$ cat config.mk
export PLATFORM = sky130hd
export DESIGN_NAME = voice_flap_detector
export DESIGN_NICKNAME = d
export VERILOG_FILES = /design/src/rtl/voice_flap_detector.sv
export SDC_FILE = /design/constraint.sdc
export NUM_CORES = 1
export LEC_CHECK = 0
export ABC_AREA = 1
export CAP_MARGIN = 20
export CORE_UTILIZATION = 43
export CTS_BUF_LIST = sky130_fd_sc_hd__clkbuf_8
export DETAILED_ROUTE_END_ITERATION = 10
export PLACE_DENSITY = 0.71
export SLEW_MARGIN = 0
export SYNTH_ARGS = -nofsm -noshare
export SYNTH_HDL_FRONTEND = slang
export SYNTH_SLANG_ARGS = --single-unit
export TNS_END_PERCENT = 20
$ cat constraint.sdc
create_clock -name clk -period 4.68 [get_ports clk]
set_input_delay 0.936 -clock clk [delete_from_list [all_inputs] [get_ports clk]]
set_output_delay 0.936 -clock clk [all_outputs]
set_load 0.005 [all_outputs]
$ cat src/rtl/voice_flap_detector.sv
// voice_flap_detector: stereo->mono mix, windowed rectified-mean envelope, hysteresis and cooldown-gated flap pulse.
// Optional peak-hold register/ports enabled by defining VOICE_FLAP_PEAK_EN.
`timescale 1ns/1ps
module voice_flap_detector #(
    parameter int                DATA_W       = 24,
    parameter int                WIN_LOG2     = 10,
    parameter logic [DATA_W-1:0] TH_ON        = DATA_W'(262144),
    parameter logic [DATA_W-1:0] TH_OFF       = DATA_W'(131072),
    parameter int                COOLDOWN_WIN = 4
) (
    input  logic              clk,
    input  logic              reset_n,
    input  logic              sample_valid,
    output logic              sample_ready,
    input  logic [DATA_W-1:0] sample_left,
    input  logic [DATA_W-1:0] sample_right,
    output logic [DATA_W-1:0] envelope,
    output logic              level_valid,
    output logic              loud,
    output logic              flap
`ifdef VOICE_FLAP_PEAK_EN
    ,
    input  logic              peak_clr,
    output logic [DATA_W-1:0] peak
`endif
);
    localparam int ACC_W = DATA_W + WIN_LOG2;
    localparam int CD_W  = COOLDOWN_WIN > 0 ? $clog2(COOLDOWN_WIN + 1) : 1;

    typedef enum logic {ACCUM, EVAL} state_t;

    state_t            r_state;
    logic              r_ready;
    logic [ACC_W-1:0]  r_acc;
    logic [WIN_LOG2-1:0] r_cnt;
    logic [CD_W-1:0]   r_cd;
    logic [DATA_W-1:0] r_env;
    logic              r_lv;
    logic              r_loud;
    logic              r_flap;

    logic signed [DATA_W:0]   w_sum;
    logic signed [DATA_W-1:0] w_mono;
    logic [DATA_W-1:0]        w_mag;
    logic [DATA_W-1:0]        w_env;
    logic                     w_accept;
    logic                     w_last;
    logic                     w_loud_n;
    logic                     w_flap_n;

    // One extra bit keeps L+R exact; the halved sum always fits back in DATA_W.
    assign w_sum    = $signed({sample_left[DATA_W-1], sample_left}) + $signed({sample_right[DATA_W-1], sample_right});
    assign w_mono   = DATA_W'(w_sum >>> 1);
    assign w_mag    = w_mono[DATA_W-1] ? DATA_W'(0) - $unsigned(w_mono) : $unsigned(w_mono);
    assign w_env    = DATA_W'(r_acc >> WIN_LOG2);
    assign w_accept = sample_valid & r_ready;
    assign w_last   = w_accept & (&r_cnt);
    assign w_loud_n = r_loud ? (w_env >= TH_OFF) : (w_env >= TH_ON);
    assign w_flap_n = !r_loud & w_loud_n & (r_cd == '0);

    always_ff @(posedge clk or negedge reset_n) begin
        if (!reset_n) begin
            r_state <= ACCUM;
            r_ready <= 1'b1;
            r_acc   <= '0;
            r_cnt   <= '0;
            r_cd    <= '0;
            r_env   <= '0;
            r_lv    <= 1'b0;
            r_loud  <= 1'b0;
            r_flap  <= 1'b0;
        end else begin
            r_lv   <= 1'b0;
            r_flap <= 1'b0;
            if (r_state == ACCUM) begin
                if (w_accept) begin
                    r_acc <= r_acc + ACC_W'(w_mag);
                    r_cnt <= r_cnt + WIN_LOG2'(1);
                end
                if (w_last) begin
                    r_state <= EVAL;
                    r_ready <= 1'b0;
                end
            end else begin
                r_env   <= w_env;
                r_lv    <= 1'b1;
                r_loud  <= w_loud_n;
                r_flap  <= w_flap_n;
                r_cd    <= w_flap_n ? CD_W'(COOLDOWN_WIN) : (r_cd != '0 ? r_cd - CD_W'(1) : r_cd);
                r_acc   <= '0;
                r_cnt   <= '0;
                r_state <= ACCUM;
                r_ready <= 1'b1;
            end
        end
    end

    assign sample_ready = r_ready;
    assign envelope     = r_env;
    assign level_valid  = r_lv;
    assign loud         = r_loud;
    assign flap         = r_flap;

`ifdef VOICE_FLAP_PEAK_EN
    logic [DATA_W-1:0] r_peak;

    always_ff @(posedge clk or negedge reset_n) begin
        if (!reset_n)
            r_peak <= '0;
        else if (peak_clr)
            r_peak <= '0;
        else if (r_state == EVAL && w_env > r_peak)
            r_peak <= w_env;
    end

    assign peak = r_peak;
`endif
endmodule

* Word level (Yosys, flattened, before mapping)
Index checks and enable logic that the tools add are counted.
** Word-level totals
- Register bits after elaboration :: 76
- Output and inout port bits :: 28
- Input port bits :: 51
** Cells by class
- Multiplexer cells :: 14
- $lt $le $gt $ge :: 2
- Add/sub/neg operators :: 5
- Bitwise gates (word level) :: 4
- Reduce and logical (&&, ||, !) cells :: 8
** Operators by type and width (count)
- $mux W34 :: 2
- $add A34 B24 Y34 :: 1
- $add A24 B24 Y25 :: 1
- $ge A24 B18 Y1 const B :: 1
- $ge A24 B19 Y1 const B :: 1
- $mux W24 :: 1
- $sub A1 B24 Y24 const A :: 1
- $mux W10 :: 2
- $add A10 B1 Y10 const B :: 1
- $reduce_and A10 Y1 :: 1
- $mux W1 :: 7
- $mux W3 :: 2
- $reduce_bool A2 Y1 :: 3
- $and A1 B1 Y1 :: 4
- $logic_not A3 Y1 :: 1
- $reduce_bool A3 Y1 :: 1
- $sub A3 B1 Y3 const B :: 1
- $reduce_and A2 Y1 :: 1
- $logic_not A1 Y1 :: 1

* Longest topological paths before layout
Gate-level depths: netlist of run 1.
- Word-level depth :: 6
- Depth in mapped cells :: 31

* Worst setup path before layout of run 1
No wires, ideal clock.
- Path type :: input-to-reg
- Start point :: input sample_left[1]
- End point :: register r_acc[22]
- Cell stages on the path :: 28
- Buffers on the path :: 1
- Setup time :: 123 ps
- Arrival time :: 4041 ps
- Setup slack :: 516 ps
- Cells stage by stage :: inv_1 > fa_1 > inv_1 > nand2_1 > nand2_1 > nand3_1 > nand2_1 > nand2_1 > nand2_1 > nand2_1 > nand2_1 > nand2_1 > nand2_2 > buf_4 > nand2_1 > o21ai_1 > inv_1 > fa_1 > o21ai_1 > a21oi_1 > o21ai_1 > nand2_1 > nand2_1 > nand2_1 > nand2_1 > a21oi_1 > o21ai_0 > nand2_1
** On the way
- Longest elaborated chain between the ends :: 6
** Ends and longest elaborated chain
- start: declaration :: line 15 : input logic [DATA_W-1:0] sample_left,
- $add A24 B24 Y25 (*) :: line 52 : assign w_sum = $signed({sample_left[DATA_W-1], sample_left}) + $signed({sample_right[DATA_W-1], sample_right}) ...
- $sub A1 B24 Y24 :: line 54 : assign w_mag = w_mono[DATA_W-1] ? DATA_W'(0) - $unsigned(w_mono) : $unsigned(w_mono);
- $mux W24 (*) :: line 54
- $add A34 B24 Y34 (*) :: line 77 : r_acc <= r_acc + ACC_W'(w_mag);
- $mux W34 (*) :: line 76 : if (w_accept) begin
- $mux W34 (*) :: line 75 : if (r_state == ACCUM) begin
- end signal: assignment :: line 77
- end: declaration :: line 34 : logic [ACC_W-1:0] r_acc;
Mark *: on every way between the ends. The rest lies on a longest branch, timed or not. The select of a mux whose other input is x is not followed.
A chain may end at the register's enable or synchronous reset.

* Worst setup path in the final report of run 1
- Start point :: input sample_right[4]
- End point :: register r_acc[32]
** On the way
- Longest elaborated chain between the ends :: 6
** Ends and longest elaborated chain
- start: declaration :: line 16 : input logic [DATA_W-1:0] sample_right,
- $add A24 B24 Y25 (*) :: line 52
- $sub A1 B24 Y24 :: line 54
- $mux W24 (*) :: line 54
- $add A34 B24 Y34 (*) :: line 77
- $mux W34 (*) :: line 76
- $mux W34 (*) :: line 75
Marked as above.

==> results of run 1 <==
## worst register-to-register path: cells and delay by family (launching register included)
family	cells	cell delay, ns
flip-flops	1	0.54
AND/OR/NAND/NOR	8	1.69
buffers and inverters	1	0.08
## cell type report
type	instances	area (µm²)
fillers	1426	5580
clock buffers	9	124
inverters	167	627
clock inverters	7	57.6
repair buffers	282	2350
multi-input cells	887	5210
flip-flops and latches	76	1900
well taps	216	270
## placed cells by master (no fill, tap or decap), types with 4 or more instances in the layout
master / synthesis / layout
nand3_2: 7 / 15
o21ai_0: 52 / 41
nand2_4: 1 / 8
clkdlybuf4s50_1: 0 / 74
nand3_4: 0 / 5
nand2_2: 22 / 50
nand4_1: 17 / 17
nor2_1: 82 / 68
buf_4: 2 / 202
a21oi_2: 2 / 13
xor2_1: 18 / 18
nor2_4: 5 / 13
o31ai_1: 7 / 6
a21oi_1: 70 / 59
ha_4: 0 / 17
nor2_2: 12 / 18
ha_1: 52 / 34
nand3_1: 69 / 56
inv_1: 145 / 140
clkbuf_8: 0 / 9
nor3_1: 12 / 9
nor4_1: 8 / 5
dfrtp_1: 75 / 75
o21ai_1: 8 / 16
a31oi_1: 4 / 4
inv_2: 20 / 25
nand2_1: 411 / 377
## registers in the layout, indices dropped and copies added, names as in the netlist
signal and count:
r_acc 34, envelope 24, r_cnt 10, r_cd 3
flap 1, level_valid 1, loud 1, r_state 1
sample_ready 1
## cell families (layout without fill, tap and decap cells)
kind of cell,Yosys count,count (layout),share of synthesized area
compound gates,156,156,0.118
buf+inv,185,465,0.0990
fa+ha+maj,54,54,0.0960
flops,76,76,0.265
simple gates,654,655,0.394
xor+xnor,22,22,0.0278
## worst max-delay path by stage
| stage | end | cells past startpoint |
|---|---|---|
| 6_report | r_acc[32] | 26 |
| 3_3_place_gp | r_acc[32] | 29 |
| 5_1_grt | r_acc[30] | 28 |
| 4_1_cts | r_acc[28] | 27 |
| 3_5_place_dp | r_acc[32] | 29 |
| 2_1_floorplan | r_acc[22] | 28 |
## timing repair
action / in CTS / in global routing
buffers inserted: 0 / 5
pin swaps: 0 / 34
endpoints found under the setup margin: 2 / 27
resized for setup: 4 / 150
cloned: 0 / 1
endpoints found under the hold margin: 0 / 0
## power by group through the flow
stage,clock network [mW],logic [mW],registers [mW]
6_report,0.486,3.30,0.984
5_1_grt,0.520,3.66,1.00
4_1_cts,0.492,2.88,0.953
3_5_place_dp,0,2.86,0.964
3_3_place_gp,0,2.82,0.964
2_1_floorplan,0,1.56,0.902
## per-layer routing
metal	up-vias	track usage
li1	4223	-
met1	3745	0.314
met2	240	0.421
met3	52	0.0189
met4	0	0.0853
met5	-	0
==> results.md, run 1 <==
- Critical Path Source Type: input pin
- Net Sw Power: between 2 and 2.5 mW
- Worst EP required: 4.97 ns
- Count leader, synth: nand2_1
- Launch point of the worst hold path: envelope[1]
- Largest net degree at the start of global routing: between 70 and 80
- Syn_nets: 1252
- RSZ-0062 raised after global routing: true
- GRT Overall Usage: 0.242
- Sw Ratio: 0.453
- Reg2reg start: sample_ready
- Master of the slowest instance on the critical path: clkdlybuf4s50_1
- Number of diodes: 0
- Clock skew: 0.0211 ns
- Die area: 17200 µm²
- Vias in the first global route: around 7700
- FFs w/ async S/R, synth: 1.00
- WP buf/inv: 5
- PD cells: 452 nW/µm²
- Post-route DRC: 0
- Number of flops mapped to enable cells by yosys: 0
- Tcrit/Tclk final: 0.962
- Crit path time final: about 4.5 ns
- Pwr Total: 4.77 mW
- Cell Int Power: 2.61 mW
- Hold Path Depth: 2
- Crit-path leading delay family: simple AND/OR/NAND/NOR gates
- Sink Count: 76
- First-pass DRT Iterations: 7
- Setup TNS: 0 ns
- WHS: approximately 0.47 ns
- Chip width: around 130 µm
- Setup-failing EPs final: 0
- Final Core Density: 0.654
- DR WL met3: 841 µm
- Commonest cells post-synth: nand2_1 (411), inv_1 (145), nor2_1 (82)
- Longest Clk Path Bufs: 2
- Post-DP HPWL: 16100 µm
- Reg power frac: 0.206
- Clock-pin slew on the worst setup and hold paths: 0.09 ns
- Worst Setup Path Type: in -> reg
- VDD IR max: 0.237 mV
- Top cell type's share of synthesized area: 0.261
- Avg WL per Cell: 12.8 µm
- CTS Buf Count: 9
- Die H: 131 µm
- CTS Hold Bufs: 0
- Dpl cell area: roughly 9700 µm²
- RePlAce Congestion: 0.930
- Fin area: around 11000 µm²
- CP startpoint: sample_right[4]
- Crit Path Max Fanout: 4
- WL met2: 10300 µm
- Clock power share: 0.102
- TritonCTS clock tree: done
- Layout cells sized above 1: 0.285
- Max-cap check violation count: 0
- Synth top area cells: dfrtp_1 (26%), nand2_1 (21%), ha_1 (9.0%)
- Worst Tran Pin Value: 0.975 ns
- Comb pwr share: 0.692
- Post-Route WL: between 20000 and 25000 µm
- Sequential element share of the synthesized area: 0.265
- Clk root buf: clkbuf_8
- Congestion Overflow GR: 0
- Slew Limit Fails: 0
- Wire length of the first global-routing pass: 34600 µm
- Worst-Skew Late Latency: 0.37 ns
- Most used DFF post-synth: dfrtp_1
- Status: complete, no violations
- I/O Buffers: 78
- CP peak stage delay: approximately 0.51 ns
- FF-to-FF path depth: 9
- Fin nets: between 1500 and 2000
- Cells after DPL: 1622
- WL met1: 9370 µm
- Setup slack, reg-to-reg: around 2.3 ns
- Slew margin rel.: 0.350
- Final worst slack: 0.177 ns
- Pre-CTS setup slack: -0.491 ns
- Register bit count reported by yosys: 76
- Area grow syn2layout: 46.6%
- Initial core utilization: 0.446
- Initial antenna violation count: 0
- Reg2reg end: sample_ready
- Mapped Area: 7190 µm²
- Post-Synthesis Cells: 1147
- Highest Signal Layer: met4
- Synth Area per Inst: 6.27 µm²
- Worst EP arrival: 4.80 ns
- CORE AREA: 16100 µm²
- Worst hold path type: reg -> reg
- Top Ports: 79
- CP most frequent cell: nand2_1
- Synth warnings: 0
- H-tree level count: 3
- Row cnt: 46
- Maximum clock frequency: between 200 and 250 MHz
- Library cells used by synthesis: 46
- Post-layout instance count excluding filler cells: 1644
- Vias: 8260
- Area leader, netlist: dfrtp_1
- CP Capture Type: register
- Worst hold path endpoint: envelope[1]
- Final Hold Viols: 0
- Vias/cell: 5.02
- Leakage: 5.46 nW
- Initial DRC Count: 486
- Final ANT Viol Nets: 0
Power figures use the tool's default switching activity.
==> run 2, diff against run 1 <==
SLEW_MARGIN = unset   (was 0)
==> results of run 2 <==
No change in the layout: final DEF, timing and power equal those of run 1.
==> run 3, diff against run 2 <==
ABC_AREA = 0   (was 1)
==> run 3 against run 2 <==
Net effect:
- the run now ends with setup timing left
- largest power group unchanged
- total power up 1.6%
- die area down 11%
- largest cell class unchanged
- critical path depth down 5
- worst setup slack worse by 0.80 ns
- wire length down 14%
- global-route usage down 1.2 points
- final cell count down 25%
- via count down 19%
- register-to-register slack worse by 0.32 ns
- core utilization up 3.0 points
==> results.md, run 3 <==
- Area grow syn2layout: 55.2%
- FFs w/ async S/R, synth: 1.00 (unchanged)
- Worst EP arrival: 5.54 ns (+0.74 ns)
- Top cell type's share of synthesized area: 0.293 (+0.0320)
- Layout cells sized above 1: 0.386 (+0.101)
- Footprint of the multi-input gates: 4990 µm² (-4.2%)
- CTS Hold Bufs: 0 (unchanged)
- Wire length of the first global-routing pass: 28500 µm (-18%)
- Reg power frac: 0.196 (-0.010)
- Final Hold Viols: 0 (unchanged)
- Post-Route WL: 18100 µm (-14%)
- Fillers: 1084 (-24%)
- Initial antenna violation count: 0 (unchanged)
- Crit Path Max Fanout: 4 (unchanged)
- Pwr Total: 4.84 mW (+1.6%)
- Vias: 6725 (-19%)
- VDD IR max: 0.257 mV (+8.7%)
- GRT Overall Usage: 0.229 (-0.0122)
- Cell Int Power: 2.83 mW (+8.6%)
- Most used DFF post-synth: dfrtp_1
- Register area: 1900 µm² (about the same)
- Sequential element share of the synthesized area: 0.297 (+0.0324)
- I/O Buffers: 78 (unchanged)
- Net Sw Power: 2.01 mW (-6.9%)
- Status: finished, violations left
- Vias/cell: 5.46 (+8.7%)
- Post-DP HPWL: 12400 µm (-23%)
- Worst-Skew Late Latency: 0.37 ns (about the same)
- Synth Area per Inst: 8.40 µm² (+34%)
- Die area: 15400 µm² (-11%)
- Critical Path Source Type: input pin
- Mapped Area: 6410 µm² (-11%)
- Largest register FFs: 34 (unchanged)
- Row cnt: 44 (-4.3%)
- Sw Ratio: 0.415 (-0.0379)
- Die H: 124 µm (-5.5%)
- Synth top area cells: dfrtp_1 (29%), ha_1 (10%), mux2_2 (5.3%)
- Crit path time final: 5.30 ns (+0.796 ns)
- Final worst slack: -0.619 ns (-0.796 ns)
- Avg WL per Cell: 14.7 µm (+15%)
- Leakage: 4.65 nW (-15%)
- Vias in the first global route: 6322 (-17%)
- Clock power share: 0.118 (+0.016)
- TritonCTS clock tree: done
- First-pass DRT Iterations: 5 (-2)
- H-tree level count: 3 (unchanged)
- Sink Count: 76 (unchanged)
- Tcrit/Tclk final: 1.13 (+0.170)
- Worst hold path type: reg -> reg
- Setup TNS: -9.23 ns (-9.23 ns)
- Synth warnings: 0 (unchanged)
- Comb pwr share: 0.686 (-0.006)
- Commonest non-fill, non-tap cells in the layout: buf_4 (213), dfrtp_1 (74), nand2_1 (73)
- PD cells: 487 nW/µm² (+7.7%)
- Chip width: 124 µm (-5.5%)
- Library cells used by synthesis: 71 (+54%)
- Congestion Overflow GR: 0 (unchanged)
- Most common cell after layout, fill and taps aside: buf_4
- Initial DRC Count: 333 (-31%)
- Count leader, synth: nand2_1
- Violated checks: setup timing
- Slew Limit Fails: 0 (unchanged)
- Post-route DRC: 0 (unchanged)
- Number of diodes: 0 (unchanged)
- Area leader, netlist: dfrtp_1
- Post-Synthesis Cells: 763 (-33%)
- RSZ-0062 raised after global routing: true
- CORE AREA: 14500 µm² (-9.8%)
- WHS: 0.490 ns (+0.0174 ns)
- Final ANT Viol Nets: 0 (unchanged)
- Register bit count reported by yosys: 76 (unchanged)
- Fin nets: 1147 (-25%)
- Top Ports: 79 (unchanged)
- Pre-CTS setup slack: -1.42 ns (-0.934 ns)
- Reg with most FFs: r_acc
- Syn_nets: 868 (-31%)
- Clock-pin slew on the worst setup and hold paths: 0.08 ns (about the same)
- Longest Clk Path Bufs: 2 (unchanged)
- Commonest cells post-synth: nand2_1 (80), dfrtp_1 (75), a21oi_1 (67)
- RePlAce Congestion: 0.854 (-8.1%)
- Clk root buf: clkbuf_8
- Initial core utilization: 0.441 (-0.00542)
- Largest net degree at the start of global routing: 77 (unchanged)
- CP Capture Type: register
- Clock skew: 0.0199 ns (-0.00125 ns)
- Worst Setup Path Type: in -> reg
- Maximum clock frequency: 189 MHz (-15%)
- Worst Tran Pin Value: 0.938 ns (-0.0373 ns)
- Max-cap check violation count: 0 (unchanged)
- Worst EP required: 4.93 ns (-0.04 ns)
- Setup-failing EPs final: 23 (+23)
- CTS Buf Count: 9 (unchanged)
- Slew margin rel.: 0.375 (+0.0248)
- Number of flops mapped to enable cells by yosys: 0 (unchanged)
[run 3: cell count changes after synthesis, moves of 21 or more]
| cell | before | now |
|---|---|---|
| nand3_1 | 69 | 24 |
| a211oi_1 | 0 | 21 |
| inv_1 | 145 | 27 |
| mux2_2 | 0 | 30 |
| nand2_2 | 22 | 0 |
| xnor2_1 | 3 | 36 |
| nand2_1 | 411 | 80 |
[run 3: power groups by stage]
| stage | combinational (mW) | sequential [mW] | clock [mW] |
|---|---|---|---|
| 2_1_floorplan | 1.60 | 0.909 | 0 |
| 3_3_place_gp | 2.57 | 0.952 | 0 |
| 3_5_place_dp | 2.62 | 0.957 | 0 |
| 4_1_cts | 2.90 | 0.945 | 0.580 |
| 5_1_grt | 3.60 | 0.969 | 0.601 |
| 6_report | 3.32 | 0.948 | 0.571 |
[run 3: cell families (layout without fill, tap and decap cells)]
family,count (synthesis),count (layout),synth area share
xor+xnor,62,62,0.0848
flops,76,76,0.297
simple gates,267,267,0.205
compound gates,213,214,0.215
mux,31,31,0.0543
buf+inv,60,343,0.0359
fa+ha+maj,54,54,0.108
[run 3: repair_timing]
| item | in CTS | in global routing |
|---|---|---|
| setup endpoints to repair | 29 | 29 |
| endpoints found under the hold margin | 0 | 0 |
| resized for setup | 113 | 103 |
| pin swaps | 53 | 73 |
| cloned | 1 | 0 |
| setup buffers | 15 | 19 |
[run 3: area by class of cell]
cell class,count,share of cell area
multi-input combinational,628,0.502
clock inverter,6,0.00881
tap,184,0.0232
clock buffer,10,0.0138
sequential,76,0.191
inverter,27,0.0104
timing repair buffer,300,0.250
[run 3: final timing paths]
path	from	endpoint	slack, ns	cells after the start
max in group asynchronous	reset_n	r_state	3.32	1
max	sample_right[3]	r_acc[33]	-0.62	21
max reg2reg	r_acc[0]	r_acc[22]	1.98	15
min reg2reg	r_cd[2]	r_cd[2]	0.49	1
min in group asynchronous	reset_n	r_cnt[2]	0.70	1
min	r_cd[2]	r_cd[2]	0.49	1
[run 3: critical path: stages]
cell	delay [ns]
buf_6	0.10
ha_4	0.16
or2_4	0.25
o21a_4	0.23
or3_4	0.36
and2_4	0.15
or3b_4	0.38
or4b_4	0.52
nor3b_4	0.21
nor2_1	0.08
xor2_1	0.15
ha_1	0.31
nand2_1	0.07
nor2_2	0.13
nand3_1	0.09
o31a_1	0.35
a21oi_2	0.21
a211oi_2	0.12
nor3_2	0.19
nor3b_2	0.23
mux2_4	0.31
[run 3: metal layers]
| layer | vias to the layer above | track usage | part of all wire |
|---|---|---|---|
| met4 | 0 | 0.0796 | 0.019 |
| li1 | 3345 | - | - |
| met5 | - | 0 | 0 |
| met3 | 29 | 0.0252 | 0.037 |
| met1 | 3182 | 0.291 | 0.43 |
| met2 | 169 | 0.402 | 0.51 |
[run 3: metrics by stage]
stage	instances	area (µm²)	util
2_1_floorplan	763	6500	-
3_3_place_gp	1182	8780	0.604
3_5_place_dp	1182	8780	0.604
4_1_cts	1214	9380	0.645
5_1_grt	1231	9940	0.684
6_report	1231	9940	0.684
